**src/rtl/prime_pkg.sv**
```systemverilog
`default_nettype none
// ============================================================================
// Module   : prime_pkg
// Purpose  : Shared width and state encodings for the prime range scheduler.
// Revision : 1.0 - initial release
// ============================================================================
package prime_pkg;

    localparam int WIDTH = 8;

    typedef enum logic [2:0] {
        S_IDLE = 3'd0,
        S_TEST = 3'd1,
        S_WAIT = 3'd2,
        S_EMIT = 3'd3,
        S_NEXT = 3'd4,
        S_DONE = 3'd5
    } sched_state_e;

    typedef enum logic [0:0] {
        E_IDLE = 1'b0,
        E_RUN  = 1'b1
    } eng_state_e;

endpackage
`default_nettype wire

```
**src/rtl/prime_trial_engine.sv**
```systemverilog
`default_nettype none
// ============================================================================
// Module   : prime_trial_engine
// Purpose  : Iterative trial-division primality test, one divisor per cycle.
// Revision : 1.0 - initial release
// ============================================================================
module prime_trial_engine #(
    parameter int WIDTH = prime_pkg::WIDTH
) (
    input  logic             clk_i,
    input  logic             rst_ni,
    input  logic             eng_start_i,
    input  logic [WIDTH-1:0] n_i,
    output logic             eng_valid_o,
    output logic             eng_prime_o
);
    import prime_pkg::*;

    eng_state_e         state_q, state_d;
    logic [WIDTH-1:0]   n_q, n_d;
    logic [WIDTH-1:0]   d_q, d_d;
    logic               valid_q, valid_d;
    logic               prime_q, prime_d;
    logic [2*WIDTH-1:0] sq;
    logic [WIDTH-1:0]   rem;

    // Square at double width so the d*d > n test can never overflow.
    assign sq  = {{WIDTH{1'b0}}, d_q} * {{WIDTH{1'b0}}, d_q};
    assign rem = n_q % d_q;

    always_ff @(posedge clk_i or negedge rst_ni) begin
        if (!rst_ni) begin
            state_q <= E_IDLE;
            n_q     <= '0;
            d_q     <= WIDTH'(2);
            valid_q <= 1'b0;
            prime_q <= 1'b0;
        end else begin
            state_q <= state_d;
            n_q     <= n_d;
            d_q     <= d_d;
            valid_q <= valid_d;
            prime_q <= prime_d;
        end
    end

    always_comb begin
        state_d = state_q;
        n_d     = n_q;
        d_d     = d_q;
        valid_d = 1'b0;
        prime_d = prime_q;
        if (eng_start_i) begin
            // A new load also discards any result still in flight.
            state_d = E_RUN;
            n_d     = n_i;
            d_d     = WIDTH'(2);
        end else if (state_q == E_RUN) begin
            if (n_q < WIDTH'(2)) begin
                valid_d = 1'b1;
                prime_d = 1'b0;
                state_d = E_IDLE;
            end else if (sq > {{WIDTH{1'b0}}, n_q}) begin
                valid_d = 1'b1;
                prime_d = 1'b1;
                state_d = E_IDLE;
            end else if (rem == '0) begin
                valid_d = 1'b1;
                prime_d = 1'b0;
                state_d = E_IDLE;
            end else begin
                d_d = d_q + WIDTH'(1);
            end
        end
    end

    assign eng_valid_o = valid_q;
    assign eng_prime_o = prime_q;

endmodule
`default_nettype wire

```
**src/rtl/prime_range_scheduler.sv**
```systemverilog
`default_nettype none
// ============================================================================
// Module   : prime_range_scheduler
// Purpose  : Scans [lo, hi], tests each value and streams primes via valid/ready.
// Revision : 1.0 - initial release
// ============================================================================
module prime_range_scheduler #(
    parameter int WIDTH = prime_pkg::WIDTH
) (
    input  logic             clk_i,
    input  logic             rst_ni,
    input  logic             start_i,
    input  logic             abort_i,
    input  logic [WIDTH-1:0] lo_i,
    input  logic [WIDTH-1:0] hi_i,
    output logic             busy_o,
    output logic             prime_valid_o,
    input  logic             prime_ready_i,
    output logic [WIDTH-1:0] prime_data_o,
    output logic [WIDTH-1:0] prime_count_o,
    output logic             done_o,
    output logic             err_o
);
    import prime_pkg::*;

    sched_state_e     state_q, state_d;
    logic [WIDTH-1:0] cur_q, cur_d;
    logic [WIDTH-1:0] last_q, last_d;
    logic [WIDTH-1:0] count_q, count_d;
    logic [WIDTH-1:0] data_q, data_d;
    logic             busy_q, busy_d;
    logic             valid_q, valid_d;
    logic             done_q, done_d;
    logic             err_q, err_d;
    logic             eng_start;
    logic             eng_valid;
    logic             eng_prime;

    prime_trial_engine #(.WIDTH(WIDTH)) u_engine (
        .clk_i       (clk_i),
        .rst_ni      (rst_ni),
        .eng_start_i (eng_start),
        .n_i         (cur_q),
        .eng_valid_o (eng_valid),
        .eng_prime_o (eng_prime)
    );

    always_ff @(posedge clk_i or negedge rst_ni) begin
        if (!rst_ni) begin
            state_q <= S_IDLE;
        end else begin
            state_q <= state_d;
        end
    end

    always_ff @(posedge clk_i or negedge rst_ni) begin
        if (!rst_ni) begin
            cur_q   <= '0;
            last_q  <= '0;
            count_q <= '0;
            data_q  <= '0;
            busy_q  <= 1'b0;
            valid_q <= 1'b0;
            done_q  <= 1'b0;
            err_q   <= 1'b0;
        end else begin
            cur_q   <= cur_d;
            last_q  <= last_d;
            count_q <= count_d;
            data_q  <= data_d;
            busy_q  <= busy_d;
            valid_q <= valid_d;
            done_q  <= done_d;
            err_q   <= err_d;
        end
    end

    always_comb begin
        state_d   = state_q;
        cur_d     = cur_q;
        last_d    = last_q;
        count_d   = count_q;
        data_d    = data_q;
        eng_start = 1'b0;
        err_d     = 1'b0;
        case (state_q)
            S_IDLE: begin
                if (start_i) begin
                    if (lo_i <= hi_i) begin
                        cur_d   = lo_i;
                        last_d  = hi_i;
                        count_d = '0;
                        state_d = S_TEST;
                    end else begin
                        err_d = 1'b1;
                    end
                end
            end
            S_TEST: begin
                eng_start = !abort_i;
                state_d   = S_WAIT;
            end
            S_WAIT: begin
                if (eng_valid) begin
                    state_d = eng_prime ? S_EMIT : S_NEXT;
                    if (eng_prime) begin
                        data_d = cur_q;
                    end
                end
            end
            S_EMIT: begin
                if (prime_ready_i) begin
                    count_d = count_q + WIDTH'(1);
                    state_d = S_NEXT;
                end
            end
            S_NEXT: begin
                // Compare before increment so hi at full scale never wraps.
                if (cur_q == last_q) begin
                    state_d = S_DONE;
                end else begin
                    cur_d   = cur_q + WIDTH'(1);
                    state_d = S_TEST;
                end
            end
            S_DONE: begin
                state_d = S_IDLE;
            end
            default: begin
                state_d = S_IDLE;
            end
        endcase

        if (abort_i && state_q != S_IDLE) begin
            state_d = S_IDLE;
            count_d = count_q;
        end

        busy_d  = (state_d != S_IDLE) && (state_d != S_DONE);
        valid_d = (state_d == S_EMIT);
        done_d  = (state_d == S_DONE);
    end

    assign busy_o        = busy_q;
    assign prime_valid_o = valid_q;
    assign prime_data_o  = data_q;
    assign prime_count_o = count_q;
    assign done_o        = done_q;
    assign err_o         = err_q;

endmodule
`default_nettype wire

```
**config.mk**
```make
export PLATFORM = sky130hd
export DESIGN_NAME = prime_range_scheduler
export DESIGN_NICKNAME = d
export VERILOG_FILES = /design/src/rtl/prime_pkg.sv /design/src/rtl/prime_trial_engine.sv /design/src/rtl/prime_range_scheduler.sv
export SDC_FILE = /design/constraint.sdc
export NUM_CORES = 1
export LEC_CHECK = 0
export CORE_ASPECT_RATIO = 0.75
export CORE_MARGIN = 1
export CORE_UTILIZATION = 45
export CTS_CLUSTER_SIZE = 24
export DETAILED_ROUTE_END_ITERATION = 12
export SLEW_MARGIN = 20
export SYNTH_ARGS = -nofsm -noshare
export SYNTH_HDL_FRONTEND = slang
export SYNTH_HIERARCHICAL = 1
export SYNTH_SLANG_ARGS = --single-unit
```
**constraint.sdc**
```tcl
create_clock -name clk_i -period 18.2 [get_ports clk_i]
set_clock_uncertainty 0.2 [all_clocks]
set_input_delay 1.82 -clock clk_i [delete_from_list [all_inputs] [get_ports clk_i]]
set_output_delay 1.82 -clock clk_i [all_outputs]
set_load 0.005 [all_outputs]
```
==> results.yml <==
layout:
  regArea_um2: 1450
  fin_util: 0.523
  finalNetCount: 979
  instances_no_fill: 1050
  diodes: 0
  multi_input_area_um2: 5000
  drive_above_1_share: 0.0694
  syn_to_final_growth_pct: 11.8
  fillers: 1442
synth:
  yosys.cell_types.count: 87
  syn-cell-area_um2: 6850
  ys_seq_area_frac: 0.212
  synth_cells: 818
  synth_edf_count: 0
  yosysWarnings: 6
  syn-num-nets: 952
  yosys_most_used_dff: "dfrtp_1"
  syn_avg_cell_area_um2: 8.37
  synthArstFlopShare: 1.00
  ys_ff_latch: 58
sta:
  tightest_slew_ps: 940
  tns_ps: 0
  timing.final.crit_share: 0.750
  relSlewSlack: 0.369
  hold_viol_final: 0
  rsz0062_at_grt: "no"
  setup_viol: 0
  finalMaxSlewViolations: 0
  min_period_ps: 13650
  max_freq_mhz: 73.3
hold_path:
  holdCritPathClass: "reg -> reg"
  whs_path_depth: 1
critical_path:
  path_class: "reg -> reg"
  cp_slowest_stage_delay_ps: 670
  crit_family: "compound AO/OA/AOI/OAI gates"
  worstPathMaxFanout: 14
  cp.depth: 47
  reg2reg_to: "u_engine/d_q[3]"
  ff2ff_path_depth: 47
  startpoint: "u_engine/d_q[6]"
  rrSetupSlack_ps: 4550
  crit_end: "u_engine/d_q[3]"
  rr_startpoint: "u_engine/d_q[6]"
  cp-start-kind: "flop"
  critPathSlowestCell: "or4b_2"
  required_ps: 18210
  worstSetupEndpointType: "flop"
  cp.arrival_ps: 13660
  critPathBufInv: 3
  crit_top_cell: "ha_1"
global_routing:
  gr-total-overflow: 0
  grt_pass1_wl_um: 29500
  grt_pass1_vias: 5903
  grt_start_max_net_pins: 59
  antenna_found_initial: 0
  grt_usage: 0.238
floorplan:
  rows: 38
  die_y_um: 109
  io_pins: 41
  coreArea_um2: 14600
  start_util: 0.468
  fp.dieW_um: 144
  dieArea_um2: 15700
place:
  port-buffer-count: 40
  place_congestion: 0.930
  dp_hpwl_um: 14200
  placed_cells: 1034
detailed_routing:
  drt_iter0_drc: 362
  wl_met1_um: 9020
  highest_layer: "met4"
  routedWlPerCell_um: 17.0
  postRouteAntennaNets: 0
  wirelength_um: 17800
  wl_met2_um: 7940
  drc_errors: 0
  wl_met3_um: 786
  via_per_inst: 5.89
  via_count: 6187
  firstDrtPassIters: 5
clock_tree:
  tritoncts: "yes"
  clock_path_buffers: 2
  h-tree-depth: 3
  clock-sinks: 58
  cts-root-buf: "clkbuf_16"
  clk_latency_ps: 330
  numCtsBuffers: 9
  postCtsSetupRepairBufs: 0
  hold_buffers: 0
  post_cts_resized: 0
  clkTransAtPathRegs_ps: 50
status:
  status: "completed"
flow_run:
  cap_violations: 0
## how the worst min path moves through the flow
stage                          startpoint         endpoint  slack [ps]
final                     prime_data_o[7]  prime_data_o[7]         310
after global routing      prime_data_o[5]  prime_data_o[5]         330
after CTS                       last_q[5]        last_q[5]         310
after detailed placement        last_q[5]        last_q[5]         300
after global placement    prime_data_o[6]  prime_data_o[6]         290
after floorplan                  cur_q[2]  u_engine/n_q[2]         250
## layer usage
metal / GRT usage / up-vias
met5: 0 / -
met4: 0.0414 / 0
met3: 0.0343 / 18
met2: 0.368 / 153
met1: 0.354 / 2998
li1: - / 3018
## flip-flops by register name, indices dropped and copies added, names as in the netlist
name / cells
u_engine/eng_valid_o: 1
busy_o: 1
u_engine/d_q: 8
state_q: 3
err_o: 1
u_engine/n_q: 8
u_engine/state_q: 1
prime_data_o: 8
cur_q: 8
prime_count_o: 8
done_o: 1
last_q: 8
u_engine/eng_prime_o: 1
prime_valid_o: 1
## placed cells by master, fill, tap and decap left out, types with 13 or more instances in the layout
cell type	synthesis	final
a21oi_1	62	62
clkdlybuf4s50_1	0	39
dfrtp_1	57	57
fa_1	26	26
ha_1	87	87
inv_1	71	71
nand2_1	80	80
nand3_1	27	27
nor2_1	58	58
nor3_1	18	18
o21a_1	15	15
o21ai_0	55	55
xnor2_1	19	19
xor2_1	13	13
## cells by family (layout without fill, tap and decap cells)
| kind of cell | count (synthesis) | in the layout | share of synthesized area |
|---|---|---|---|
| simple gates | 283 | 283 | 0.217 |
| compound gates | 212 | 212 | 0.202 |
| fa+ha+maj | 114 | 114 | 0.236 |
| buf+inv | 99 | 131 | 0.0584 |
| flops | 58 | 58 | 0.212 |
| xor+xnor | 32 | 32 | 0.0409 |
| mux | 20 | 20 | 0.0329 |
## Yosys cell counts, types with 4 or more instances
cell      number  area [µm²]
dfrtp_1       57        1430
fa_1          26         521
nand3_1       27         135
o31ai_1        8        60.1
o211ai_1       9        67.6
a21oi_1       62         310
or3_1          8        50.1
nand3b_1       5        37.5
o22ai_1        6        37.5
o21a_1        15         113
clkbuf_1      18        67.6
nor4_1         8        50.1
xor2_1        13         114
nand4_1       12        75.1
or2_2          4        25.0
nor2_1        58         218
o21ai_0       55         275
and3_1         4        25.0
mux2i_1        6        60.1
mux2_2        12         135
nor3_1        18        90.1
nand2_1       80         300
a21o_1        10        75.1
nand2b_1      12        75.1
inv_1         71         267
xnor2_1       19         166
or4_1          9        67.6
nor2b_1        8        50.1
ha_1          87        1090
buf_2          5        25.0
## layout make-up
| type | count | share of cell area |
|---|---|---|
| inverter | 72 | 0.0353 |
| sequential | 58 | 0.190 |
| clock inverter | 6 | 0.00572 |
| timing repair buffer | 43 | 0.0545 |
| clock buffer | 10 | 0.0299 |
| tap | 200 | 0.0327 |
| multi-input combinational | 661 | 0.652 |
## worst reg2reg max path, delay by kind of cell (launching register included)
kind            cells  cell delay (ps)
simple gates       14             3980
buf+inv             3              410
flops               1              540
compound gates     20             5120
mux                 3             1130
fa+ha+maj           7             2140
## per-stage QoR
step / instance area (µm²) / hold WS, ps / setup WS, ps
5_1_grt: 7660 / 329 / 3730
3_5_place_dp: 7390 / 296 / 4790
4_1_cts: 7660 / 309 / 4770
2_1_floorplan: 6850 / 251 / 6330
3_3_place_gp: 7390 / 287 / 5340
6_report: 7660 / 305 / 4550
Power is not shown: default switching activity piles up to over one toggle a cycle in this logic, so the estimate is an artifact.
